`config.mk`:
```
export PLATFORM = sky130hd
export DESIGN_NAME = boot_loader_ctrl
export DESIGN_NICKNAME = d
export VERILOG_FILES = /design/src/rtl/boot_loader_ctrl.sv
export SDC_FILE = /design/constraint.sdc
export NUM_CORES = 1
export LEC_CHECK = 0
export ABC_AREA = 1
export CAP_MARGIN = 10
export CORE_MARGIN = 2
export CORE_UTILIZATION = 30
export DETAILED_ROUTE_END_ITERATION = 10
export PLACE_DENSITY = 0.5
export SLEW_MARGIN = 40
export SYNTH_ARGS = -nofsm -noshare
export SYNTH_HDL_FRONTEND = slang
export SYNTH_SLANG_ARGS = --single-unit
```
`constraint.sdc`:
```
create_clock -name clk -period 2.75 [get_ports clk]
set_input_delay 0.55 -clock clk [delete_from_list [all_inputs] [get_ports clk]]
set_output_delay 0.55 -clock clk [all_outputs]
set_load 0.01 [all_outputs]
```
`src/rtl/boot_loader_ctrl.sv`:
```
// boot_loader_ctrl
//   Start-up sequencer for the Gambling_Tec core. It holds the CPU in reset,
//   receives a byte stream and packs each group of four bytes little-endian
//   into a 32-bit word. Each word goes to the data RAM write port at
//   consecutive word addresses. Once the image is loaded the CPU stays in
//   reset for RST_HOLD more cycles and is then released.
//
// Optional feature (macro BOOT_CHECKSUM_EN):
//   The image is followed by one extra little-endian word. That word must
//   equal the 32-bit modular sum of all words written. On a match the
//   sequence continues to HOLD; on a mismatch it parks in ERROR with err=1.
//   When the macro is undefined, err is tied to 0 and HOLD follows the last
//   write directly.
//
// Ports:
//   clk         system clock, rising edge
//   rst         synchronous active-high reset
//   byte_valid  source presents a byte on byte_data
//   byte_data   image byte
//   byte_ready  loader accepts the byte at the next edge
//   mem_we      one-cycle write strobe per word
//   mem_addr    byte address of the word (RAM uses [31:2])
//   mem_wdata   assembled word
//   cpu_rst     reset to the core
//   busy        load in progress (LOAD, WRITE or HOLD)
//   done        core released
//   word_count  words written since reset
//   err         checksum mismatch (checksum build only)
//
// States:
//   state   | meaning
//   S_LOAD  | collecting bytes of the current word (or of the checksum word)
//   S_WRITE | single-cycle RAM write of the assembled word
//   S_HOLD  | image loaded; CPU still held in reset for RST_HOLD cycles
//   S_RUN   | CPU released; terminal until rst
//   S_ERROR | checksum mismatch; terminal until rst

module boot_loader_ctrl #(
  parameter int unsigned NUM_WORDS = 64,
  parameter logic [31:0] BASE_ADDR = 32'h0000_0000,
  parameter int unsigned RST_HOLD  = 4
) (
  input  logic        clk,
  input  logic        rst,
  input  logic        byte_valid,
  input  logic [7:0]  byte_data,
  output logic        byte_ready,
  output logic        mem_we,
  output logic [31:0] mem_addr,
  output logic [31:0] mem_wdata,
  output logic        cpu_rst,
  output logic        busy,
  output logic        done,
  output logic [15:0] word_count,
  output logic        err
);

  typedef enum logic [2:0] {
    S_LOAD  = 3'd0,
    S_WRITE = 3'd1,
    S_HOLD  = 3'd2,
    S_RUN   = 3'd3,
    S_ERROR = 3'd4
  } state_t;

  localparam logic [15:0] NW_LAST   = 16'(NUM_WORDS);
  localparam logic [7:0]  HOLD_LAST = 8'(RST_HOLD - 1);

  state_t      state, state_d;
  logic [1:0]  byte_idx, byte_idx_d;
  logic [23:0] part, part_d;
  logic [7:0]  hold_cnt, hold_cnt_d;
  logic [31:0] mem_addr_d, mem_wdata_d;
  logic [15:0] word_count_d;
  logic        byte_ready_d, mem_we_d, cpu_rst_d, busy_d, done_d;
  logic        accept;
  logic [31:0] word_in;
  logic [15:0] count_inc;

`ifdef BOOT_CHECKSUM_EN
  logic [31:0] sum, sum_d;
  logic        chk_phase, chk_phase_d;
  logic        err_q, err_d;
`endif

  assign accept    = (state == S_LOAD) && byte_valid && byte_ready;
  // Only meaningful when the 4th byte is being accepted.
  assign word_in   = {byte_data, part};
  assign count_inc = word_count + 16'd1;

  always_comb begin
    state_d      = state;
    byte_idx_d   = byte_idx;
    part_d       = part;
    hold_cnt_d   = hold_cnt;
    mem_addr_d   = mem_addr;
    mem_wdata_d  = mem_wdata;
    word_count_d = word_count;
`ifdef BOOT_CHECKSUM_EN
    sum_d        = sum;
    chk_phase_d  = chk_phase;
`endif

    case (state)
      S_LOAD: begin
        if (accept) begin
          if (byte_idx == 2'd3) begin
            byte_idx_d = 2'd0;
`ifdef BOOT_CHECKSUM_EN
            if (chk_phase) begin
              // The checksum word is compared and never written to RAM.
              if (word_in == sum) begin
                state_d    = S_HOLD;
                hold_cnt_d = HOLD_LAST;
              end else begin
                state_d = S_ERROR;
              end
            end else begin
              state_d     = S_WRITE;
              mem_wdata_d = word_in;
            end
`else
            state_d     = S_WRITE;
            mem_wdata_d = word_in;
`endif
          end else begin
            byte_idx_d = byte_idx + 2'd1;
            case (byte_idx)
              2'd0:    part_d[7:0]   = byte_data;
              2'd1:    part_d[15:8]  = byte_data;
              default: part_d[23:16] = byte_data;
            endcase
          end
        end
      end
      S_WRITE: begin
        word_count_d = count_inc;
        mem_addr_d   = mem_addr + 32'd4;
`ifdef BOOT_CHECKSUM_EN
        sum_d = sum + mem_wdata;
        if (count_inc == NW_LAST) begin
          chk_phase_d = 1'b1;
        end
        state_d = S_LOAD;
`else
        if (count_inc == NW_LAST) begin
          state_d    = S_HOLD;
          hold_cnt_d = HOLD_LAST;
        end else begin
          state_d = S_LOAD;
        end
`endif
      end
      S_HOLD: begin
        if (hold_cnt == 8'd0) begin
          state_d = S_RUN;
        end else begin
          hold_cnt_d = hold_cnt - 8'd1;
        end
      end
      S_RUN:   state_d = S_RUN;
      S_ERROR: state_d = S_ERROR;
      default: state_d = S_LOAD;
    endcase

    // Outputs are registered copies of what the next state implies.
    byte_ready_d = (state_d == S_LOAD);
    mem_we_d     = (state_d == S_WRITE);
    cpu_rst_d    = (state_d != S_RUN);
    busy_d       = (state_d == S_LOAD) || (state_d == S_WRITE) || (state_d == S_HOLD);
    done_d       = (state_d == S_RUN);
`ifdef BOOT_CHECKSUM_EN
    err_d        = (state_d == S_ERROR);
`endif
  end

  always_ff @(posedge clk) begin
    if (rst) begin
      state      <= S_LOAD;
      byte_idx   <= 2'd0;
      part       <= 24'd0;
      hold_cnt   <= 8'd0;
      byte_ready <= 1'b0;
      mem_we     <= 1'b0;
      mem_addr   <= BASE_ADDR;
      mem_wdata  <= 32'd0;
      cpu_rst    <= 1'b1;
      busy       <= 1'b1;
      done       <= 1'b0;
      word_count <= 16'd0;
`ifdef BOOT_CHECKSUM_EN
      sum        <= 32'd0;
      chk_phase  <= 1'b0;
      err_q      <= 1'b0;
`endif
    end else begin
      state      <= state_d;
      byte_idx   <= byte_idx_d;
      part       <= part_d;
      hold_cnt   <= hold_cnt_d;
      byte_ready <= byte_ready_d;
      mem_we     <= mem_we_d;
      mem_addr   <= mem_addr_d;
      mem_wdata  <= mem_wdata_d;
      cpu_rst    <= cpu_rst_d;
      busy       <= busy_d;
      done       <= done_d;
      word_count <= word_count_d;
`ifdef BOOT_CHECKSUM_EN
      sum        <= sum_d;
      chk_phase  <= chk_phase_d;
      err_q      <= err_d;
`endif
    end
  end

`ifdef BOOT_CHECKSUM_EN
  assign err = err_q;
`else
  assign err = 1'b0;
`endif

endmodule

```
; ---- After elaboration in Yosys (flattened, before gate mapping)
; Index checks and enable logic that the tools add are counted.
[totals]
ff_bits = 122
latch_bits = 0
mem_bits_rw = 0
mem_bits_ro = 0
out_inout_bits = 86
n_memories = 0
[classes]
add_sub_neg = 4
mul = 0
n_div = 0
n_lt_le_gt_ge = 0
n_eq_ne = 13
shifts = 0
muxes = 9
bitwise_logic = 2
n_reduce_logical = 16
[ops]
columns = operator, count
row1 = $add A32 B3 Y32 const B, 1
row2 = $add A16 B1 Y16 const B, 1
row3 = $eq A16 B7 Y1 const B, 1
row4 = $mux W8, 2
row5 = $pmux W8 S2, 1
row6 = $pmux W3 S5, 1
row7 = $eq A3 B2 Y1 const B, 4
row8 = $reduce_and A4 Y1, 3
row9 = $mux W3, 3
row10 = $logic_not A8 Y1, 1
row11 = $sub A8 B1 Y8 const B, 1
row12 = $eq A3 B1 Y1 const B, 2
row13 = $logic_not A3 Y1, 2
row14 = $reduce_and A3 Y1, 2
row15 = $mux W2, 2
row16 = $ne A2 B2 Y1 const B, 2
row17 = $eq A3 B3 Y1 const B, 1
row18 = $ne A3 B2 Y1 const B, 1
row19 = $add A2 B1 Y2 const B, 1
row20 = $eq A2 B1 Y1 const B, 1
row21 = $eq A2 B2 Y1 const B, 1
row22 = $logic_and A1 B1 Y1, 2
row23 = $logic_not A2 Y1, 1
row24 = $logic_or A1 B1 Y1, 2
row25 = other kinds (4), 5

; ---- Logic depth before layout (Yosys ltp)
; Gate-level depths: netlist of run 1.
[logic_depth]
depth_word = 8
ltp_mapped = 15
ltp_nobuf = 15

; ---- Least setup slack after synthesis of run 1
; OpenSTA, ideal clock, no wires.
[synth_path]
kind = register -> register
start = reg word_count[1]
end = reg hold_cnt[7]
setup_time_ns = 0.133
t_arrival_ns = 1.724
slack_ns = 0.894
path_stages_with_launch = 13
n_path_buf = 0
cell_sequence = dfxtp_1 > ha_1 > nand2_1 > nor2_2 > nand2_1 > xor2_1 > nand3_1 > nor2_2 > nand2_2 > nand2_4 > nand2_4 > nand2_1 > a21oi_1
[synth_between]
elab_chain_len = 4
[synth_lines]
columns = element, line
row1 = start: declaration, 54  ; output logic [15:0] word_count,
row2 = start signal: assignment, 208  ; word_count <= word_count_d;
row3 = $add A16 B1 Y16, 89  ; assign count_inc = word_count + 16'd1;
row4 = $eq A16 B7 Y1, 146  ; if (count_inc == NW_LAST) begin
row5 = $ne A2 B2 Y1 (no source line), --
row6 = $reduce_and A3 Y1 (no source line), --
row7 = end signal: assignment, 200  ; hold_cnt <= hold_cnt_d;
row8 = end: declaration, 72  ; logic [7:0] hold_cnt, hold_cnt_d;
; Every way passes these cells.
; A chain may end at the register's enable or synchronous reset.

; ---- Final worst setup path of run 1
[layout_path]
start = reg word_count[0]
end = reg hold_cnt[6]
; Same word-level chain as after synthesis.

==> flow_summary.toml, run 1 <==
[outcome]
status = "finished, final reports clean"

[clock_network]
cts_sinks = 120
cts_buffers = 17
cts_setup_buffers = 0
cts_resized = 0
cts_tree = "yes"
clockBufferDepth = 2
cts.clk_slew.worst_paths_ps = 50
htreeDepth = 4
root_buffer = "clkbuf_16"
clk_latency_ps = 410
ctsHoldBuffers = 0

[synth]
synth_top_family_by_area = "simple AND/OR/NAND/NOR gates"
synth_top_area_frac = 0.452
yosysSeqAreaShare = 0.452
synth.cell_area_mm2 = 0.00531
postSynthAreaPerCell_um2 = 7.41
synth_area_leaders = "dfxtp_1 45%, nor2_1 8.1%, o21ai_0 6.9%"
synthMuxAreaShare = 0
synth_fa_ha_area_frac = 0.0212
synth_seq_cells = 120
netlist_instances = 717
synthXorXnorAreaFrac = 0.0346
yosysUniqueCellTypes = 37
synth_top_cell_by_area = "dfxtp_1"
synth_compound_area_frac = 0.150
yosys_warnings = 0
synth-simple-area-share = 0.254

[grt]
grt_max_degree = 49
grt_use_total = 0.151
antenna_found_initial = 0
grt_pass1_vias = 4562
grt_overflow = 0
grt_pass1_wl_um = 22300

[place]
port_buffers = 93
dp_hpwl_um = 9660
preCtsSetupSlack_ps = 529
gp_congestion = 0.886

[routing]
wl_met2_um = 6170
ant_nets = 0
dr.pass1.iters = 4
post_drt_wl_per_cell_um = 13.1
viasPerCell = 4.59
wl_met3_um = 682
routed_wl_um = 13700
num_vias = 4820
first_iter_violations = 252
top_layer = "met4"
wirelength_met1_um = 6740
drc = 0

[floorplan]
ios = 97
die_h_um = 137
num_rows = 48
core_area_mm2 = 0.0173
die-area_mm2 = 0.0188
start_util = 0.307
dieWidth_um = 137

[timing]
hold_ws_ps = 458
finalHoldViolCount = 0
skew_ps = 5.31
fin_crit_sh = 0.770
slew_headroom = 0.611
drv_slew = 0
setup_tns_ps = 0
timing.fmax_ghz = 0.473
tightest_slew_ps = 583
rsz0062_at_grt = "false"
layout_min_cycle_time_ps = 2120
setup_viol = 0
fin_ws_ps = 634

[worst_setup_path]
cp_slowest_stage_delay_ps = 430
start_kind = "flop"
crit_path_frequent_cell = "nand2_1"
worst_ep_required_time_ps = 3030
worstSetupEndpointType = "flop"
crit_arrival_ps = 2390
crit_type = "reg2reg"
path_max_fanout = 9
cp_cell_sequence = "ha_1 > nand2_1 > nor2_2 > nand2_1 > xor2_1 > nand3_1 > nor2_2 > nand2_2 > nand2_4 > nand2_4 > nand2_1 > a21oi_1"
slowest_stage = "dfxtp_1"

[cells_and_area]
fin_nets = 831
layout-area-overhead-vs-synth_pct = 32.7
final_layout_size_suffix_gt1_frac = 0.0801
diodes = 0
final_common_cell = "dfxtp_1"
final_cell_mix = "120 x dfxtp_1, 114 x nor2_1, 97 x nand2_1"

[power_and_ir_drop]
p_per_area_mw_per_mm2 = 578
p_leak_uw = 0.00269
peakVddDrop_uv = 402

[job]
max_cap_viol_count = 0

[hold_path]
hp-class = "reg2reg"
[routing by layer]
layer | vias to the layer above | track usage
li1 | 2508 | -
met1 | 2203 | 0.198
met2 | 99 | 0.239
met3 | 10 | 0.0430
met4 | 0 | 0.0504
met5 | - | 0
[per-stage QoR]
step                std cells  area (µm²)  power (µW)  utilization
floorplan                 719        5320        1900            -
global placement         1017        6470        1960        0.374
detailed placement       1017        6470        1960        0.374
CTS                      1049        7050        4130        0.407
global route             1049        7050        4240        0.407
finish                   1049        7050        4070        0.407
[cell usage after synthesis, drive strengths merged]
library cell	instances
o211ai	7
clkbuf	15
a21oi	64
clkinv	2
ha	9
a31oi	1
dfxtp	120
nand2	105
a211oi	2
xnor2	2
nand4	18
nor3	12
nor2	125
conb	1
nand3	36
buf	12
o221a	1
nand3b	1
xor2	19
o21bai	3
inv	87
o21ai	73
nor4	1
and3	1
[worst max-delay path, delay by kind of cell, from the launching register on]
family,cells,cell delay [ps]
xor gates and xnor gates,1,220
AOI/OAI and AO/OA,1,50
DFF,1,430
and+or+nand+nor,9,1030
adders and majority gates,1,240
[final timing paths]
check,from,to,slack [ps],depth (start not counted)
worst max-delay path,word_count[0],hold_cnt[6],630,12
worst min-delay path,part[1],mem_wdata[1],460,2
worst max register to register,word_count[0],hold_cnt[6],630,12
worst min register to register,part[1],mem_wdata[1],460,2
[cell families (layout without fill, tap and decap cells)]
kind of cell	count (synthesis)	in the layout
adders and majority gates	9	9
AOI/OAI and AO/OA	151	151
xor gates and xnor gates	21	21
other	1	3
and+or+nand+nor	299	299
buffers and inverters	116	221
DFF	120	120
[registers in the layout, indices dropped and copies added (netlist names)]
name / flops
cpu_rst: 1
busy: 1
hold_cnt: 8
byte_ready: 1
mem_wdata: 32
mem_addr: 30
state: 3
word_count: 16
done: 1
byte_idx: 2
part: 24
mem_we: 1
[cell type report]
class / instances / area [µm²]
well taps: 225 / 282
flip-flops and latches: 120 / 2400
clock inverters: 10 / 93.8
inverters: 89 / 334
multi-input cells: 483 / 2460
clock buffers: 22 / 484
repair buffers: 100 / 996
fillers: 1751 / 10200
[where the power goes]
| group | internal [µW] | leakage [µW] | switching [µW] |
|---|---|---|---|
| clock network | 1340 | 0.000279 | 813 |
| logic | 54.6 | 0.00144 | 91.7 |
| registers | 1760 | 0.000969 | 12.0 |
Note: power is estimated with default switching activity, not from simulation.
==> run 2, diff against run 1 <==
clock period = 2 ns   (was 2.75 ns; I/O delays follow)
==> flow_summary.toml, run 2 (same netlist as run 1, synthesis figures left out) <==
[power_and_ir_drop]
power_uw = 5690
p_int_uw = 4380
p_per_area_mw_per_mm2 = 769
netSwitchingPower_uw = 1310
p_leak_uw = 0.00284
seqPwrFrac = 0.429
power.share.clock = 0.534
peakVddDrop_uv = 524
swShare = 0.231
combinationalPowerShare = 0.037

[cells_and_area]
final_cell_mix = "113 x dfxtp_1, 108 x nor2_1, 93 x clkdlybuf4s50_1"
top_register = "mem_wdata"
diodes = 0
fin_nets = 858
largest_reg_flops = 32
top_regs = "mem_wdata x32, mem_addr x30, part x24"
final_common_cell = "dfxtp_1"
final_layout_size_suffix_gt1_frac = 0.141
layout-area-overhead-vs-synth_pct = 39.2
design_area_mm2 = 0.00739
fillCellCount = 1742

[worst_setup_path]
worst_ep_required_time_ps = 2300
crit_path_frequent_cell = "nand2_1"
cp_top_family = "simple AND/OR/NAND/NOR gates"
worst-path-buf-inv = 0
cp_slowest_stage_delay_ps = 330
slowest_stage = "dfxtp_2"
crit_type = "reg2reg"
cp_cell_sequence = "ha_2 > nand2_1 > nor2_4 > nand2_1 > xor2_2 > nand3_1 > nor2_4 > nand2_4 > nand2_8 > nand2_8 > nand2_1 > a21oi_1"
crit_arrival_ps = 2210
path_max_fanout = 8
worstSetupEndpointType = "flop"
start_kind = "flop"

[timing]
setup_tns_ps = 0
fin_ws_ps = 87.1
skew_ps = 4.40
rsz0062_at_grt = "true"
setup_viol = 0
fin_crit_sh = 0.956
layout_min_cycle_time_ps = 1910
timing.fmax_ghz = 0.523
finalHoldViolCount = 0
drv_slew = 0

[floorplan]
dieWidth_um = 137
core_area_mm2 = 0.0173
num_rows = 48
start_util = 0.307
die_h_um = 137
ios = 97
die-area_mm2 = 0.0188

[clock_network]
clk_latency_ps = 410
cts_sinks = 120
cts_buffers = 17
root_buffer = "clkbuf_16"
cts.clk_slew.worst_paths_ps = 60
cts_tree = "yes"
clockBufferDepth = 2
htreeDepth = 4
ctsHoldBuffers = 0

[routing]
drc = 0
ant_nets = 0
viasPerCell = 4.69
first_iter_violations = 290
dr.pass1.iters = 5
routed_wl_um = 14400
post_drt_wl_per_cell_um = 13.4
num_vias = 5051

[job]
max_cap_viol_count = 0

[place]
gp_congestion = 0.864
preCtsSetupSlack_ps = -9.21
place_area_mm2 = 0.00662
dp_hpwl_um = 10000
port_buffers = 93

[grt]
grt_max_degree = 49
grt_pass1_vias = 4825
antenna_found_initial = 0
grt_use_total = 0.159
grt_overflow = 0
grt_pass1_wl_um = 23300

[hold_path]
hp-class = "reg2reg"

[outcome]
status = "finished, final reports clean"
-- run 2: changes by cell type in the layout (fill, tap and decap cells not counted), moves of 4 or more --
cell,previous run,this run
nand2_1,97,91
nor2_1,114,108
dfxtp_2,0,7
clkinvlp_4,3,7
dfxtp_1,120,113
buf_4,6,29
nand2_2,5,10
-- run 2: final timing paths --
check	start	endpoint	slack (ps)	cells past startpoint
worst min register to register	part[14]	part[14]	460	2
worst min-delay path	part[14]	part[14]	460	2
worst max register to register	word_count[1]	hold_cnt[4]	90	12
worst max-delay path	word_count[1]	hold_cnt[4]	90	12
-- run 2: layout make-up --
cell class              instances  area, µm²  area share
multi-input cells             484       2570       0.347
flip-flops and latches        120       2410       0.326
repair buffers                126       1210       0.164
clock buffers                  18        439      0.0594
inverters                      89        334      0.0452
well taps                     225        282      0.0381
clock inverters                14        149      0.0201
-- run 2: worst reg2reg max path, delay by kind of cell, from the launching register on --
kind	cells	cell delay (ps)
and+or+nand+nor	9	1020
DFF	1	330
adders and majority gates	1	210
xor gates and xnor gates	1	170
AOI/OAI and AO/OA	1	60
-- run 2: layer usage --
layer / vias to the layer above / share of wire / global-route usage
li1: 2563 / - / -
met1: 2340 / 0.46 / 0.205
met2: 134 / 0.47 / 0.256
met5: - / 0 / 0
met4: 0 / 0.012 / 0.0550
met3: 14 / 0.051 / 0.0441
-- run 2: stage by stage --
stage          utilization  instances  hold slack (ps)
3_5_place_dp         0.383       1035              447
2_1_floorplan            -        719              430
3_3_place_gp         0.383       1035              442
4_1_cts              0.417       1067              457
6_report             0.427       1076              457
5_1_grt              0.427       1076              475
-- run 2: power groups by stage --
| stage | registers (µW) | clock network [µW] | logic, µW |
|---|---|---|---|
| 3_5_place_dp | 2490 | 0 | 210 |
| 6_report | 2440 | 3030 | 211 |
| 3_3_place_gp | 2490 | 0 | 207 |
| 4_1_cts | 2440 | 3100 | 212 |
| 2_1_floorplan | 2490 | 0 | 117 |
| 5_1_grt | 2450 | 3250 | 239 |
-- run 2: repair_timing --
item / 4_1_cts / 5_1_grt
gates resized for setup: 1 / 34
pin swaps: 0 / 15
endpoints found under the setup margin: 1 / 14
cloned: 0 / 1
buffers inserted: 0 / 8
==> run 3, diff against run 2 <==
SETUP_SLACK_MARGIN = 0.4   (was unset)
==> flow_summary.toml, run 3 (same netlist as run 1, synthesis figures left out) <==
[clock_network]
htreeDepth = 4
root_buffer = "clkbuf_16"
cts_buffers = 17
cts_sinks = 120
ctsHoldBuffers = 0
clockBufferDepth = 2
clk_latency_ps = 420
cts.clk_slew.worst_paths_ps = 60
cts_tree = "yes"

[worst_setup_path]
reg2reg_slack_ps = 150
start_kind = "flop"
reg2reg_to = "hold_cnt[0]"
crit_arrival_ps = 2210
worstSetupEndpointType = "flop"
r2r-start = "word_count[1]"
crit_start = "word_count[1]"
crit_type = "reg2reg"
worst_ep_required_time_ps = 2350
worst_r2r_path_depth = 13
path_max_fanout = 8
endpoint = "hold_cnt[0]"

[grt]
grt_use_total = 0.167
grt_overflow = 0
antenna_found_initial = 0
grt_max_degree = 83
grt_pass1_wl_um = 24600
grt_pass1_vias = 5060

[power_and_ir_drop]
p_leak_uw = 0.00358
peakVddDrop_uv = 624
power_uw = 5930
p_per_area_mw_per_mm2 = 737

[job]
max_cap_viol_count = 0

[cells_and_area]
top_regs = "mem_wdata x32, mem_addr x30, part x24"
diodes = 0
top_register = "mem_wdata"
fin_nets = 887
final_cell_mix = "101 x nor2_1, 87 x dfxtp_1, 78 x dlygate4sd2_1"
final_common_cell = "nor2_1"
stdcell_count = 1105
layout-area-overhead-vs-synth_pct = 51.5
largest_reg_flops = 32
final_layout_size_suffix_gt1_frac = 0.268

[routing]
drc = 0
viasPerCell = 4.71
dr.pass1.iters = 4
num_vias = 5204
routed_wl_um = 15600
ant_nets = 0
post_drt_wl_per_cell_um = 14.1
first_iter_violations = 201

[outcome]
status = "finished, final reports clean"

[place]
port_buffers = 93
gp_congestion = 0.805
placedCellCount = 1027
dp_hpwl_um = 9880

[timing]
setup_viol = 0
layout_min_cycle_time_ps = 1850
timing.fmax_ghz = 0.539
hold_ws_ps = 459
skew_ps = 9.34
setup_tns_ps = 0
rsz0062_at_grt = "true"
finalHoldViolCount = 0
drv_slew = 0
fin_crit_sh = 0.927

[floorplan]
num_rows = 48
start_util = 0.307
dieWidth_um = 137
die_h_um = 137
core_area_mm2 = 0.0173
die-area_mm2 = 0.0188
ios = 97

[hold_path]
hp-class = "reg2reg"
min_path_cells = 2
-- run 3: cell count changes in the layout (fill, tap and decap cells not counted), sizes merged --
| cell | delta |
|---|---|
| clkinvlp | -2 |
| inv | -2 |
| clkbuf | +8 |
| dlygate4sd2 | +78 |
| bufinv | +1 |
| clkdlybuf4s50 | -83 |
| clkdlybuf4s15 | +1 |
| buf | +28 |
-- run 3: final cells by class --
cell class              instances  area (µm²)
multi-input cells             484        2890
well taps                     225         282
fillers                      1684        9250
inverters                      89         343
clock inverters                11         141
flip-flops and latches        120        2460
repair buffers                155        1430
clock buffers                  21         492
-- run 3: where the power goes --
| part | internal [µW] | leakage, µW | switching [µW] |
|---|---|---|---|
| logic | 89.8 | 0.00229 | 144 |
| registers | 2420 | 0.000988 | 16.9 |
| clock network | 2130 | 0.000303 | 1140 |
-- run 3: what timing repair did --
action / CTS / global route
setup endpoints to repair: 110 / 101
gates cloned: 1 / 2
pin swaps: 33 / 33
gates resized for setup: 158 / 95
buffers inserted: 27 / 16
-- run 3: through the flow --
stage / utilization / area, µm² / worst slack [ps]
final: 0.465 / 8050 / 145
after global routing: 0.465 / 8050 / 8.81
after CTS: 0.439 / 7600 / 152
after detailed placement: 0.383 / 6620 / 13.2
after global placement: 0.383 / 6620 / 80.5
after floorplan: - / 5380 / 301
-- run 3: worst max-delay path, cell delays in order (launching register included) --
cell and delay [ps]:
dfxtp_4 390, ha_4 190, nand2_4 60, nor2_4 140, nand2_2 90, xor2_2 180, nand3_2 120, nor2_4 160
nand2_4 100, nand2_8 100, nand2_8 80, nand2_2 70, nand2_2 50, nor2_2 70
-- run 3: layer usage --
layer / vias to the layer above / part of all wire / routed length, µm / track usage
li1: 2629 / - / - / -
met1: 2470 / 0.45 / 7060 / 0.212
met2: 95 / 0.50 / 7870 / 0.279
met3: 10 / 0.035 / 551 / 0.0370
met4: 0 / 0.0081 / 127 / 0.0584
met5: - / 0 / 0 / 0
-- run 3: worst min-delay path by stage --
stage                     slack (ps)            end  startpoint
final                            460   mem_wdata[1]     part[1]
after global routing             480        part[4]     part[4]
after CTS                        460       part[14]    part[14]
after detailed placement         450  mem_wdata[14]    part[14]
after global placement           440       part[14]    part[14]
after floorplan                  430   mem_wdata[0]     part[0]
